===== src/rtl/imem_boot_loader.sv =====
// -----------------------------------------------------------------------------
// imem_boot_loader
// Receives a little-endian byte stream from a host, assembles 19-bit
// instructions (3 bytes each) and writes them to instruction memory at
// consecutive addresses. A trailing XOR checksum byte validates the image.
// The pipeline is held in reset until a complete, checksum-clean image is
// in memory.
//
// Stream format: N_lo N_hi { B0 B1 B2 } x N  CHK
//   word = {B2[2:0], B1, B0}, B2[7:3] must be zero
//   CHK  = XOR of every byte from N_lo through the last B2
//
// Ports
//   clk       in   system clock, rising edge
//   rst       in   synchronous active-high reset
//   start     in   begins a load (only honoured in IDLE, DONE or ERR)
//   inData    in   host byte
//   inValid   in   host byte valid
//   inReady   out  loader accepts a byte this cycle
//   imemAddr  out  instruction-memory write address
//   imemData  out  instruction-memory write data
//   imemWe    out  instruction-memory write strobe (one cycle per word)
//   cpuRst    out  pipeline reset, released only after a good load
//   done      out  image loaded and checksum good (level)
//   error     out  load failed (level)
// -----------------------------------------------------------------------------
module imem_boot_loader #(
    parameter int INSTR_W = 19,
    parameter int ADDR_W  = 12,
    parameter int DEPTH   = 4096
) (
    input  logic               clk,
    input  logic               rst,
    input  logic               start,
    input  logic [7:0]         inData,
    input  logic               inValid,
    output logic               inReady,
    output logic [ADDR_W-1:0]  imemAddr,
    output logic [INSTR_W-1:0] imemData,
    output logic               imemWe,
    output logic               cpuRst,
    output logic               done,
    output logic               error
);

    // Word counter is one bit wider than the address so N == DEPTH never wraps.
    localparam int CNT_W = ADDR_W + 1;
    localparam logic [16:0] DEPTH_L = 17'(DEPTH);

    typedef enum logic [3:0] {
        S_IDLE = 4'd0,
        S_HDR0 = 4'd1,
        S_HDR1 = 4'd2,
        S_B0   = 4'd3,
        S_B1   = 4'd4,
        S_B2   = 4'd5,
        S_CHK  = 4'd6,
        S_DONE = 4'd7,
        S_ERR  = 4'd8
    } state_t;

    // Running checksum update.
    function automatic logic [7:0] f_chk_update(input logic [7:0] acc, input logic [7:0] b);
        return acc ^ b;
    endfunction

    // High byte of a word may only carry the top three instruction bits.
    function automatic logic f_hi_illegal(input logic [7:0] b);
        return |b[7:3];
    endfunction

    // Assemble an instruction from its three bytes.
    function automatic logic [INSTR_W-1:0] f_word(input logic [7:0] b2, input logic [7:0] b1,
                                                  input logic [7:0] b0);
        return INSTR_W'({b2[2:0], b1, b0});
    endfunction

    state_t              r_state;
    state_t              w_next;
    logic [CNT_W-1:0]    r_cnt;
    logic [7:0]          r_chk;
    logic [15:0]         r_n;
    logic [7:0]          r_b0;
    logic [7:0]          r_b1;
    logic                r_we;
    logic [ADDR_W-1:0]   r_addr;
    logic [INSTR_W-1:0]  r_data;
    logic                r_in_ready;
    logic                r_cpu_rst;
    logic                r_done;
    logic                r_error;

    logic                w_xfer;
    logic                w_start_ok;
    logic [15:0]         w_n_hdr;
    logic                w_n_bad;
    logic [CNT_W-1:0]    w_cnt_inc;
    logic                w_last_word;
    logic                w_in_ready_nxt;
    logic                w_cpu_rst_nxt;
    logic                w_done_nxt;
    logic                w_error_nxt;

    assign w_xfer      = inValid && r_in_ready;
    assign w_start_ok  = start && ((r_state == S_IDLE) || (r_state == S_DONE) || (r_state == S_ERR));
    assign w_n_hdr     = {inData, r_n[7:0]};
    assign w_n_bad     = (w_n_hdr == 16'd0) || ({1'b0, w_n_hdr} > DEPTH_L);
    assign w_cnt_inc   = r_cnt + {{(CNT_W-1){1'b0}}, 1'b1};
    assign w_last_word = ({{(16-CNT_W){1'b0}}, w_cnt_inc} == r_n);

    // State register.
    always_ff @(posedge clk) begin
        if (rst) begin
            r_state <= S_IDLE;
        end else begin
            r_state <= w_next;
        end
    end

    // Next-state logic; every byte-taking state advances only on a transfer.
    always_comb begin
        w_next = r_state;
        case (r_state)
            S_IDLE, S_DONE, S_ERR: begin
                if (start) w_next = S_HDR0;
                else       w_next = r_state;
            end
            S_HDR0: begin
                if (w_xfer) w_next = S_HDR1;
                else        w_next = r_state;
            end
            S_HDR1: begin
                if (w_xfer) begin
                    if (w_n_bad) w_next = S_ERR;
                    else         w_next = S_B0;
                end else begin
                    w_next = r_state;
                end
            end
            S_B0: begin
                if (w_xfer) w_next = S_B1;
                else        w_next = r_state;
            end
            S_B1: begin
                if (w_xfer) w_next = S_B2;
                else        w_next = r_state;
            end
            S_B2: begin
                if (w_xfer) begin
                    if (f_hi_illegal(inData)) w_next = S_ERR;
                    else if (w_last_word)     w_next = S_CHK;
                    else                      w_next = S_B0;
                end else begin
                    w_next = r_state;
                end
            end
            S_CHK: begin
                if (w_xfer) begin
                    if (inData == r_chk) w_next = S_DONE;
                    else                 w_next = S_ERR;
                end else begin
                    w_next = r_state;
                end
            end
            default: w_next = S_IDLE;
        endcase
    end

    // Output decode from the next state so the status outputs can be registered
    // yet still line up with the state they describe.
    always_comb begin
        w_in_ready_nxt = 1'b0;
        w_cpu_rst_nxt  = 1'b1;
        w_done_nxt     = 1'b0;
        w_error_nxt    = 1'b0;
        case (w_next)
            S_HDR0, S_HDR1, S_B0, S_B1, S_B2, S_CHK: w_in_ready_nxt = 1'b1;
            S_DONE: begin
                w_cpu_rst_nxt = 1'b0;
                w_done_nxt    = 1'b1;
            end
            S_ERR:   w_error_nxt = 1'b1;
            default: w_in_ready_nxt = 1'b0;
        endcase
    end

    // Registered status outputs.
    always_ff @(posedge clk) begin
        if (rst) begin
            r_in_ready <= 1'b0;
            r_cpu_rst  <= 1'b1;
            r_done     <= 1'b0;
            r_error    <= 1'b0;
        end else begin
            r_in_ready <= w_in_ready_nxt;
            r_cpu_rst  <= w_cpu_rst_nxt;
            r_done     <= w_done_nxt;
            r_error    <= w_error_nxt;
        end
    end

    // Datapath: header capture, byte assembly, checksum and memory write port.
    always_ff @(posedge clk) begin
        if (rst) begin
            r_cnt  <= '0;
            r_chk  <= 8'd0;
            r_n    <= 16'd0;
            r_b0   <= 8'd0;
            r_b1   <= 8'd0;
            r_we   <= 1'b0;
            r_addr <= '0;
            r_data <= '0;
        end else begin
            r_we <= 1'b0;
            if (w_start_ok) begin
                r_cnt <= '0;
                r_chk <= 8'd0;
            end else if (w_xfer) begin
                // Folding in the CHK byte too is harmless: the compare has already used r_chk.
                r_chk <= f_chk_update(r_chk, inData);
                case (r_state)
                    S_HDR0: r_n[7:0]  <= inData;
                    S_HDR1: r_n[15:8] <= inData;
                    S_B0:   r_b0      <= inData;
                    S_B1:   r_b1      <= inData;
                    S_B2: begin
                        if (!f_hi_illegal(inData)) begin
                            r_we   <= 1'b1;
                            r_addr <= r_cnt[ADDR_W-1:0];
                            r_data <= f_word(inData, r_b1, r_b0);
                            r_cnt  <= w_cnt_inc;
                        end
                    end
                    default: r_we <= 1'b0;
                endcase
            end
        end
    end

    assign inReady  = r_in_ready;
    assign imemWe   = r_we;
    assign imemAddr = r_addr;
    assign imemData = r_data;
    assign cpuRst   = r_cpu_rst;
    assign done     = r_done;
    assign error    = r_error;

endmodule


===== config.mk =====
export PLATFORM = sky130hd
export DESIGN_NAME = imem_boot_loader
export DESIGN_NICKNAME = d
export VERILOG_FILES = /design/src/rtl/imem_boot_loader.sv
export SDC_FILE = /design/constraint.sdc
export NUM_CORES = 1
export LEC_CHECK = 0
export BUFFER_PORTS_ARGS = -buffer_cell sky130_fd_sc_hd__buf_2
export CAP_MARGIN = 10
export CORE_MARGIN = 8
export CORE_UTILIZATION = 58
export DETAILED_ROUTE_END_ITERATION = 10
export GPL_ROUTABILITY_DRIVEN = 0
export GPL_TIMING_DRIVEN = 0
export PLACE_DENSITY = 0.79
export SYNTH_ARGS = -nofsm -noshare
export SYNTH_HDL_FRONTEND = slang
export SYNTH_SLANG_ARGS = --single-unit

===== constraint.sdc =====
create_clock -name clk -period 6.7 [get_ports clk]
set_clock_uncertainty 0.2 [all_clocks]
set_input_delay 2.01 -clock clk [delete_from_list [all_inputs] [get_ports clk]]
set_output_delay 2.01 -clock clk [all_outputs]
set_load 0.02 [all_outputs]

Word level (Yosys, flattened, before mapping). Cells that the tools add are included. Widths: inputs -> output; s select.

Word-level logic and storage cells: 74. RAM bits: 0. Memory bits (read-only): 0. Memories: 0. Bits in registers: 93. Latch bits: 0.

Eq/ne operators: 18. $mul: 0. Multiplexer cells: 17. $lt $le $gt $ge: 1. Add/subtract/negate cells: 1. Shift operators: 0. Div/mod/pow operators: 0. Bitwise gates (word level): 5. Reduce and logical (&&, ||, !) cells: 18.

Operator list (number): $mux 4 (10); $eq 4x3->1 const B (8); $pmux 4 s7 (1); $eq 13x16->1 (1); $eq 4x2->1 const B (4); $gt 16x13->1 const B (1); $logic_not 16->1 (1); $reduce_and 3->1 (5); $add 13x1->13 const B (1); $eq 4x1->1 const B (2); $eq 4x4->1 const B (2); $eq 8x8->1 (1); $xor 8x8->8 (1); $reduce_or 6->1 (1); $mux 1 (5); $reduce_or 5->1 (1); $logic_not 4->1 (1); $not 1->1 (4); $reduce_and 4->1 (1); $reduce_or 4->1 (1); $logic_or 1x1->1 (3); $mux 3 (1); $reduce_or 3->1 (1); $logic_and 1x1->1 (2); $reduce_or 2->1 (1).

Logic depth before layout (Yosys ltp).
Depth after elaboration: 9. Gate-level depth with buffers: 8.

Worst setup path after synthesis. No wires, ideal clock.

Kind: in2reg. Start point: input port inData[2]. End point: register r_cpu_rst (netlist: cpuRst). Setup slack: 2915 ps. Arrival time: 3458 ps. Buffers on the path: 1. Stages on the path: 7. Cell sequence: clkbuf_1 nor4_1 and3_1 mux2i_1 a211oi_1 a21oi_2 or3b_1.

Word-level cells in the longest chain between the ends: 7. Elaborated cells between the ends (all ways): 11. Classes of those cells: 1 x order compare; 2 x eq/ne; 6 x mux; 2 x reduce/logical.

Ends and longest elaborated chain: start: declaration (line 35) `input logic [7:0] inData,`; $gt 16x13->1 / $logic_not 16->1 (equally long branches) (line 107) `assign w_n_bad = (w_n_hdr == 16'd0) || ({1'b0, w_n_hdr} > DEPTH_L);`; $logic_or 1x1->1 (line 107); $mux 4 (line 134) `if (w_n_bad) w_next = S_ERR;`; $mux 4 (line 133) `if (w_xfer) begin`; $pmux 4 s7 * (line 123) `case (r_state)`; $eq 4x3->1 * (line 176) `case (w_next)`; $mux 1 * (line 176); end signal: assignment (line 196) `r_cpu_rst <= w_cpu_rst_nxt;`; end: declaration (line 89) `logic r_cpu_rst;`.

Mark *: on every way between the ends. The rest lies on a longest branch, timed or not. A chain may end at the register's enable or synchronous reset.

Final worst setup path. Ends and elaborated chain as after synthesis.

==> out/results.ini <==
[run_status]
status = completed

[global_routing]
grt_usage_pct = 20.2
grt_pass1_wl_um = 16500
grt_start_max_net_pins = 19
grt_pass1_vias = 3520
antenna_found_initial = 0
grt_overflow_total = 0

[clock_network]
cts.clk_slew.worst_paths_ps = 90
ctsResizeCount = 0
cts_tree = built
cts_sinks = 93
root_buffer = clkbuf_8
insertion_delay_ps = 360
cts.path.max_buffers = 2
post_cts_buffers = 0
htreeDepth = 3
hold_buffers = 0
cts_buffers = 9

[yosys]
synthFlopType = dfxtp_1
async_reset_ff_share_pct = 0
ys_warn_count = 0
ys_seq_elements = 93
synth_fp_nets = 538
ys_seq_area_share_pct = 43.9
synth_edf_count = 0
synth_area_mm2 = 0.00424
avgSynthCellArea_um2 = 8.08
yosysUniqueCellTypes = 52
synth_cells = 525

[route]
vias_per_cell = 5.55
met1Wirelength_um = 4300
wl_met3_um = 717
drc = 0
via_count = 3766
routed_wl_um = 10100
wire_per_inst_um = 14.9
first_iter_violations = 246
first_pass_iters = 5
top_layer = met4
ant_nets = 0
met2WireLength_um = 4890

[finish]
area_delta_synth_final_pct = 12.5
fill_cells = 625
final_cell_area_mm2 = 0.00477
final_layout_size_suffix_gt1_share_pct = 13.1
diodes = 0
multi_input_area_mm2 = 0.00219
regArea_mm2 = 0.00186
layout.nets = 587

[power]
p_leak_nw = 1.83
vdd_drop_max_v = 0.000123
powerDensity_mw_per_mm2 = 213

[placement]
dp_slack_ps = 2540
placed_cell_area_mm2 = 0.00456
port_buffers = 38
hpwl_um = 7260

[setup_path]
r2r_start = r_cnt[0]
path_class = input pin to flop
worstPathArrival_ps = 3960
cp-start-kind = input pin
startpoint = inData[2]
cp.required_ps = 6740
crit_path_end_kind = flop
critPathMaxFanout = 8

[floorplan]
core_region_area_mm2 = 0.00718
dieHeight_um = 102
rows = 31
ios = 48
initial_utilization_pct = 59.1
die_x_um = 102
die_area_mm2 = 0.0103

[timing]
max_freq_mhz = 255
period_share_pct = 58.5
finalWorstSetupSlack_ps = 2780
setup_viol = 0
grt_setup_unrepaired = no
tightest_slew_ps = 645
tns_ps = 0
slew_viol_final = 0
slew-limit-headroom_pct = 57.0
finalCriticalPeriod_ps = 3920
hold_viol_final = 0

[run]
cap_viol_max_count = 0

[min_path]
hold_path.class = flop to flop
min_from = imemAddr[2]

## state kept, by name, indices dropped and copies added, names as in the netlist
register / flops
imemAddr: 12
imemData: 19
r_chk: 8
r_state: 4
r_n: 16
r_b0: 8
inReady: 1
cpuRst: 1
r_cnt: 13
imemWe: 1
done: 1
error: 1
r_b1: 8
## cell usage after synthesis (all sizes together), types with 3 or more instances
master    n  share of area (%)
a21oi    63                7.6
and4      3               0.62
buf      14                1.6
clkbuf   29                2.6
dfxtp    93                 44
inv       4               0.35
mux2i    20                4.7
nand2   116                 10
nand2b    3               0.44
nand3    21                2.5
nand4     6                1.0
nor2     47                4.2
nor2b     4               0.59
nor3      8                1.1
nor3b     5               0.89
nor4      5                1.1
o21ai    10                1.2
or3       7                1.0
xnor2    13                2.7
xor2     26                5.8
## metal layers
| metal | GRT usage (%) | vias to the layer above |
|---|---|---|
| met1 | 25.2 | 1762 |
| met4 | 7.56 | 0 |
| met3 | 4.33 | 19 |
| li1 | - | 1856 |
| met5 | 0 | - |
| met2 | 33.1 | 129 |
## worst max-delay path: stages
cell      delay, ps
clkbuf_1        240
nor4_1          420
and3_1          270
mux2i_1         300
a211oi_1        180
a21oi_2         180
or3b_1          360
## cells by family after synthesis
logic type               count (synthesis)  share of synthesized area, %
multiplexers                            20                          4.72
buffers and inverters                   47                          4.54
AND/OR/NAND/NOR                        236                          25.8
XOR/XNOR                                39                          8.50
adder cells (fa/ha/maj)                  1                         0.295
flip-flops                              93                          43.9
AO/OA/AOI/OAI                           89                          12.3
## cells in the final DEF, fill, tap and decap left out, types with 3 or more instances in the layout
master | synthesis | final
buf_1 | 3 | 3
clkbuf_1 | 29 | 29
nor2_1 | 47 | 47
nor3_1 | 7 | 7
o21ai_0 | 8 | 8
clkbuf_8 | 0 | 9
and4_1 | 3 | 3
dfxtp_1 | 93 | 93
nor2b_1 | 4 | 4
nand3_1 | 21 | 21
nor3b_1 | 5 | 5
nor4_1 | 4 | 4
a21oi_1 | 61 | 61
buf_2 | 10 | 48
nand2_1 | 116 | 116
mux2i_1 | 20 | 20
nand2b_1 | 3 | 3
inv_1 | 4 | 4
nand4_1 | 5 | 5
xnor2_1 | 13 | 13
or3_1 | 7 | 7
xor2_1 | 25 | 25
## worst paths after layout
kind,endpoint,slack [ps],cells after the start
setup / recovery,cpuRst,2780,7
hold / removal,imemAddr[2],250,2
setup reg to reg,r_state[0],4010,7
hold reg to reg,imemAddr[2],250,2
## per-stage QoR
step                utilization [%]  hold slack, ps  instances  power (W)
global placement               63.5             238        662   0.000631
detailed placement             63.5             243        662   0.000632
floorplan                         -             231        525   0.000615
CTS                            66.5             256        678    0.00102
global route                   66.5             267        678    0.00105
finish                         66.5             254        678    0.00102
## layout make-up
type / count / area share, %
clock inverters: 7 / 1.91
well taps: 99 / 2.60
inverters: 4 / 0.315
repair buffers: 38 / 3.99
multi-input cells: 385 / 45.8
flip-flops and latches: 93 / 39.0
plain buffers: 43 / 3.72
clock buffers: 9 / 2.60
## power by group
| part | total, W | internal [W] | switching, W |
|---|---|---|---|
| combinational | 0.0000611 | 0.0000180 | 0.0000431 |
| sequential | 0.000560 | 0.000556 | 0.00000393 |
| clock | 0.000396 | 0.000181 | 0.000214 |
Power figures use the tool's default switching activity.
